### config.mk
export PLATFORM = sky130hd
export DESIGN_NAME = hex_multi_display
export DESIGN_NICKNAME = d
export VERILOG_FILES = /design/src/rtl/hex_disp_pkg.sv /design/src/rtl/hex_seg_decode.sv /design/src/rtl/hex_multi_display.sv
export SDC_FILE = /design/constraint.sdc
export NUM_CORES = 1
export LEC_CHECK = 0
export CAP_MARGIN = 15
export CORE_MARGIN = 4
export CORE_UTILIZATION = 37
export DETAILED_ROUTE_END_ITERATION = 12
export SLEW_MARGIN = 20
export SYNTH_ARGS = -nofsm -noshare
export SYNTH_HDL_FRONTEND = slang
export SYNTH_SLANG_ARGS = --single-unit
### constraint.sdc
create_clock -name iCLK -period 4.6 [get_ports iCLK]
set_clock_uncertainty 0.15 [all_clocks]
set_input_delay 1.15 -clock iCLK [delete_from_list [all_inputs] [get_ports iCLK]]
set_output_delay 1.15 -clock iCLK [all_outputs]
set_load 0.02 [all_outputs]
### src/rtl/hex_disp_pkg.sv
// Shared types and constants for the multiplexed hex display.
package hex_disp_pkg;

   // Display modes, encoded as presented on iMODE
   typedef enum logic [1:0] {
      MODE_STATIC = 2'b00,
      MODE_BLINK  = 2'b01,
      MODE_SCROLL = 2'b10,
      MODE_OFF    = 2'b11
   } mode_e;

   // All segments unlit, expressed in active-high sense (bit 0 = a .. bit 6 = g)
   localparam logic [6:0] SEG_BLANK_HI = 7'h00;

   // Active-high glyphs; entry n is the pattern for hex digit n (0-9, A, b, C, d, E, F)
   localparam logic [15:0][6:0] GLYPH_HI = {
      7'h71, 7'h79, 7'h5E, 7'h39, 7'h7C, 7'h77, 7'h6F, 7'h7F,
      7'h07, 7'h7D, 7'h6D, 7'h66, 7'h4F, 7'h5B, 7'h06, 7'h3F
   };

   // Blank-digit pattern in the polarity actually driven onto the pins
   function automatic logic [6:0] seg_blank(input bit active_low);
      return active_low ? ~SEG_BLANK_HI : SEG_BLANK_HI;
   endfunction

endpackage

### src/rtl/hex_seg_decode.sv
// One digit: 4-bit value to 7-segment pattern, with blanking and output polarity.
module hex_seg_decode
   import hex_disp_pkg::*;
#(
   parameter int ACTIVE_LOW = 1
) (
   input  logic [3:0] i_nib,
   input  logic       i_blank,
   output logic [6:0] o_seg
);

   logic [6:0] w_hi;

   // Look up the glyph, override with blank, then apply pin polarity
   always_comb begin
      w_hi = GLYPH_HI[i_nib];
      if (i_blank) w_hi = SEG_BLANK_HI;
      o_seg = (ACTIVE_LOW != 0) ? ~w_hi : w_hi;
   end

endmodule

### src/rtl/hex_multi_display.sv
// Multi-digit hex display with static, blink, scroll and off modes.
// Display path is one register deep: state captured on edge N shows on edge N+1.
module hex_multi_display
   import hex_disp_pkg::*;
#(
   parameter int NUM_DIGITS = 6,
   parameter int TICK_DIV   = 25_000_000,
   parameter int ACTIVE_LOW = 1
) (
   input  logic                    iCLK,
   input  logic                    iRST,
   input  logic [4*NUM_DIGITS-1:0] iDATA,
   input  logic                    iLOAD,
   output logic                    oREADY,
   input  logic [1:0]              iMODE,
   input  logic                    iLZB,
   output logic [7*NUM_DIGITS-1:0] oHEX
);

   localparam int         PW        = (TICK_DIV > 1) ? $clog2(TICK_DIV) : 1;
   localparam int         OW        = (NUM_DIGITS > 1) ? $clog2(NUM_DIGITS) : 1;
   localparam logic [6:0] BLANK_SEG = seg_blank(ACTIVE_LOW != 0);

   logic [4*NUM_DIGITS-1:0]     r_data;
   logic [PW-1:0]               r_presc;
   logic [OW-1:0]               r_off;
   logic                        r_phase;
   mode_e                       r_mode;
   logic [NUM_DIGITS-1:0][6:0]  r_hex;

   logic                        w_tick;
   logic                        w_mode_chg;
   logic                        w_load;
   logic                        w_any;
   int                          w_idx;
   logic [NUM_DIGITS-1:0]       w_keep;
   logic [NUM_DIGITS-1:0][3:0]  w_nib;
   logic [NUM_DIGITS-1:0]       w_blank;
   logic [NUM_DIGITS-1:0][6:0]  w_seg;

   assign w_tick     = (r_presc == PW'(TICK_DIV - 1));
   assign w_mode_chg = (mode_e'(iMODE) != r_mode);
   // A scroll pass must finish (offset back at 0) before new data is taken
   assign oREADY     = (r_mode != MODE_SCROLL) || (r_off == '0);
   assign w_load     = iLOAD && oREADY;
   assign oHEX       = r_hex;

   // Leading-zero mask: digit k is kept if any nibble at or above k is non-zero; digit 0 always kept
   always_comb begin
      w_any  = 1'b0;
      w_keep = '0;
      for (int i = NUM_DIGITS - 1; i >= 0; i--) begin
         w_any     = w_any | (|r_data[4*i +: 4]);
         w_keep[i] = w_any || (i == 0);
      end
   end

   // Per-digit nibble selection (rotated in scroll) and blanking by mode
   always_comb begin
      w_nib   = '0;
      w_blank = '0;
      w_idx   = 0;
      for (int i = 0; i < NUM_DIGITS; i++) begin
         w_idx = i;
         if (r_mode == MODE_SCROLL) begin
            w_idx = i + int'(r_off);
            if (w_idx >= NUM_DIGITS) w_idx = w_idx - NUM_DIGITS;
         end
         w_nib[i] = r_data[4*w_idx +: 4];
         case (r_mode)
            MODE_STATIC: w_blank[i] = iLZB && !w_keep[i];
            MODE_BLINK:  w_blank[i] = r_phase;
            MODE_SCROLL: w_blank[i] = 1'b0;
            default:     w_blank[i] = 1'b1;
         endcase
      end
   end

   for (genvar g = 0; g < NUM_DIGITS; g++) begin : g_dig
      hex_seg_decode #(.ACTIVE_LOW(ACTIVE_LOW)) u_dec (
         .i_nib   (w_nib[g]),
         .i_blank (w_blank[g]),
         .o_seg   (w_seg[g])
      );
   end

   // Data, prescaler, scroll offset, blink phase, mode history and registered segments
   always_ff @(posedge iCLK) begin
      if (iRST) begin
         r_data  <= '0;
         r_presc <= '0;
         r_off   <= '0;
         r_phase <= 1'b0;
         r_mode  <= MODE_STATIC;
         r_hex   <= {NUM_DIGITS{BLANK_SEG}};
      end else begin
         r_hex <= w_seg;
         if (w_load) r_data <= iDATA;
         if (w_mode_chg) begin
            // mode change restarts every animation from a known point
            r_presc <= '0;
            r_off   <= '0;
            r_phase <= 1'b0;
            r_mode  <= mode_e'(iMODE);
         end else begin
            r_presc <= w_tick ? '0 : r_presc + PW'(1);
            if (w_tick) begin
               r_phase <= ~r_phase;
               if (r_mode == MODE_SCROLL)
                  r_off <= (r_off == OW'(NUM_DIGITS - 1)) ? '0 : r_off + OW'(1);
            end
         end
      end
   end

endmodule

==> flow_metrics.env <==
export IMPL_io_buffers=72
export IMPL_rr_worst_depth=14
export IMPL_wl_mm=17.8
export IMPL_die_w_um=145
export IMPL_viasPerCell=5.45
export IMPL_layout_drive_gt1_share_pct=9.57
export IMPL_reg2reg_from="r_off[1]$_SDFFE_PP0P_"
export IMPL_finalCritPeriodShare_pct=93.2
export IMPL_routed_wire_length_per_instance_um=16.0
export IMPL_gp_congestion=0.895
export IMPL_ios=73
export IMPL_grt_max_degree=30
export IMPL_fin_total_pwr_uw=2120
export IMPL_synth_cell_types=91
export IMPL_async_flop_share_pct=0
export IMPL_syn_num_nets=900
export IMPL_cts_hold_buffers=0
export IMPL_ir_drop_v=0.000163
export IMPL_placementRows=49
export IMPL_worst_pin_slew_ns=1.05
export IMPL_die_h_um=145
export IMPL_drv_slew=0
export IMPL_cap_violations=0
export IMPL_synth_area_sq_um=6950
export IMPL_areaGrowthSynthToFinish_pct=17.9
export IMPL_arrival_ns=4.40
export IMPL_yosysSeqAreaShare_pct=28.0
export IMPL_r2r_slack_ns=0.31
export IMPL_synth_edff_count=0
export IMPL_grt_util_all_layers_pct=16.9
export IMPL_stdcell_area_sq_um=8190
export IMPL_fillCellCount=1753
export IMPL_ys_flop_type="dfxtp_1"
export IMPL_die_area_sq_um=21000
export IMPL_crit_path_end_kind="register"
export IMPL_n_antenna_cell=0
export IMPL_ys_top_cells_by_area="dfxtp_1 (28%), ha_1 (9.4%), mux2i_1 (8.8%)"
export IMPL_hold_path_depth=1
export IMPL_path_clk_slew_ns=0.07
export IMPL_power_frac_comb_pct=19.3
export IMPL_hp_start="r_presc[0]$_SDFF_PP0_"
export IMPL_rr_endpoint="oHEX[10]$_SDFF_PP1_"
export IMPL_cts_buffers_inserted=9
export IMPL_antenna_found_initial=0
export IMPL_cts_resized=0
export IMPL_root_buffer="clkbuf_16"
export IMPL_initial_core_util_pct=38.2
export IMPL_syn_inst=818
export IMPL_clock_latency_ns=0.35
export IMPL_drcViolationCount=0
export IMPL_yosysWarnings=0
export IMPL_layout_common_cells="nand2_1 (104), dfxtp_1 (97), clkdlybuf4s50_1 (72)"
export IMPL_required_ns=4.72
export IMPL_grt_pass1_vias=5780
export IMPL_power_frac_seq_pct=43.5
export IMPL_grt_first_pass_wirelength_mm=29.6
export IMPL_synth_top_area_cell="dfxtp_1"
export IMPL_gr_total_overflow=0
export IMPL_drtIter0Drc=439
export IMPL_post_cts_buffers=0
export IMPL_cts_buffer_depth=2
export IMPL_min_to="r_presc[0]$_SDFF_PP0_"
export IMPL_outcome="completed"
export IMPL_ys_seq_elements=97
export IMPL_layout_commonest_cell="nand2_1"
export IMPL_hpwl_mm=13.1
export IMPL_power_leakage_uw=0.00324
export IMPL_hp_class="reg -> reg"
export IMPL_dr_total_vias=6083
export IMPL_fmax_mhz=233
export IMPL_cp_max_fo=11
export IMPL_setup_viol=0
export IMPL_cts_tree="built"
export IMPL_min_period_ns=4.29
export IMPL_synth_top_area_share_pct=28.0
export IMPL_htreeDepth=3
export IMPL_cp_start_kind="register"
export IMPL_pwr_share_clk_pct=37.2
export IMPL_postRouteAntennaNets=0
export IMPL_drt_pass1_iterations=5
export IMPL_coreArea_sq_um=18200
export IMPL_hold_viol_final=0
export IMPL_avgSynthCellArea_sq_um=8.49
export IMPL_rsz0062_at_grt="no"
export IMPL_internal_power_uw=1540
export IMPL_cellPowerDensity_nw_per_um2=259
export IMPL_critical_path_class="reg -> reg"
export IMPL_fin_nets=965
export IMPL_cts_sinks=97
export IMPL_p_switching_uw=585
export IMPL_placed_cell_area_sq_um=7880
export IMPL_setup_tns_ns=0
export IMPL_switching_share_pct=27.5
export IMPL_maxSlewHeadroom_pct=28.1
synthesized netlist by cell type, types with 13 or more instances:
cell type  instances
a21oi_1           52
a31oi_1           13
clkbuf_1          18
dfxtp_1           97
ha_1              52
inv_1             31
mux2i_1           61
nand2_1          104
nand3_1           27
nor2_1            67
o21ai_0           29
o221ai_1          14
xor2_1            22
cell families after synthesis:
| group | Yosys count | share of synthesized area [%] |
|---|---|---|
| adders and majority gates | 52 | 9.37 |
| AOI/OAI and AO/OA | 198 | 21.5 |
| and+or+nand+nor | 297 | 21.1 |
| DFF | 97 | 28.0 |
| buffers and inverters | 72 | 5.04 |
| xor gates and xnor gates | 36 | 5.19 |
| muxes | 66 | 9.85 |
routing by layer:
metal	vias to the layer above	GRT usage, %	part of all wire, %
met3	27	4.05	7.4
met5	-	0	0
met1	2798	24.4	49
met4	0	5.51	2.2
li1	3069	-	-
met2	189	24.8	41
stage by stage:
step	utilization [%]	setup slack [ns]	hold WS, ns	std cells
floorplan	-	0.666	0.288	818
global placement	43.3	0.499	0.312	1101
detailed placement	43.3	0.375	0.317	1101
CTS	45.0	0.333	0.333	1117
global route	45.0	0.0180	0.353	1117
finish	45.0	0.314	0.329	1117
worst max path at each step:
stage / start / depth (start not counted) / slack (ns) / end
2_1_floorplan: r_off[1]$_SDFFE_PP0P_ / 17 / 0.67 / oHEX[38]$_SDFF_PP1_
3_3_place_gp: r_off[1]$_SDFFE_PP0P_ / 14 / 0.50 / oHEX[10]$_SDFF_PP1_
3_5_place_dp: r_off[1]$_SDFFE_PP0P_ / 14 / 0.37 / oHEX[10]$_SDFF_PP1_
4_1_cts: r_off[1]$_SDFFE_PP0P_ / 14 / 0.33 / oHEX[10]$_SDFF_PP1_
5_1_grt: r_off[2]$_SDFFE_PP0P_ / 15 / 0.02 / oHEX[38]$_SDFF_PP1_
6_report: r_off[1]$_SDFFE_PP0P_ / 14 / 0.31 / oHEX[10]$_SDFF_PP1_
worst max-delay path, stage by stage (launching register included):
cell and delay (ns):
dfxtp_1 0.56, ha_1 0.39, xnor2_4 0.23, inv_2 0.19, ha_1 0.21, inv_1 0.05, ha_1 0.35, o21ai_4 0.13
xnor2_2 0.24, nand2b_1 0.33, mux2_2 0.40, nand2_1 0.12, ha_1 0.25, or3_1 0.37, a41oi_1 0.23
layout make-up:
type | count | area [sq um] | share of cell area [%]
multi-input cells | 649 | 4650 | 56.8
flip-flops and latches | 97 | 1940 | 23.7
repair buffers | 91 | 863 | 10.5
well taps | 229 | 287 | 3.50
clock buffers | 12 | 267 | 3.25
inverters | 35 | 131 | 1.60
clock inverters | 4 | 48.8 | 0.596
registers in the layout (all words and copies together) (netlist names):
register  cells
r_data       24
r_phase       1
oHEX         42
r_mode        2
r_presc      25
r_off         3
power by group through the flow:
stage	registers, uW	clock network (uW)	logic [uW]
floorplan	984	0	198
global placement	943	0	409
detailed placement	943	0	409
CTS	924	818	411
global route	930	854	446
finish	924	790	410
No activity file was read; power rests on OpenSTA's default activity.
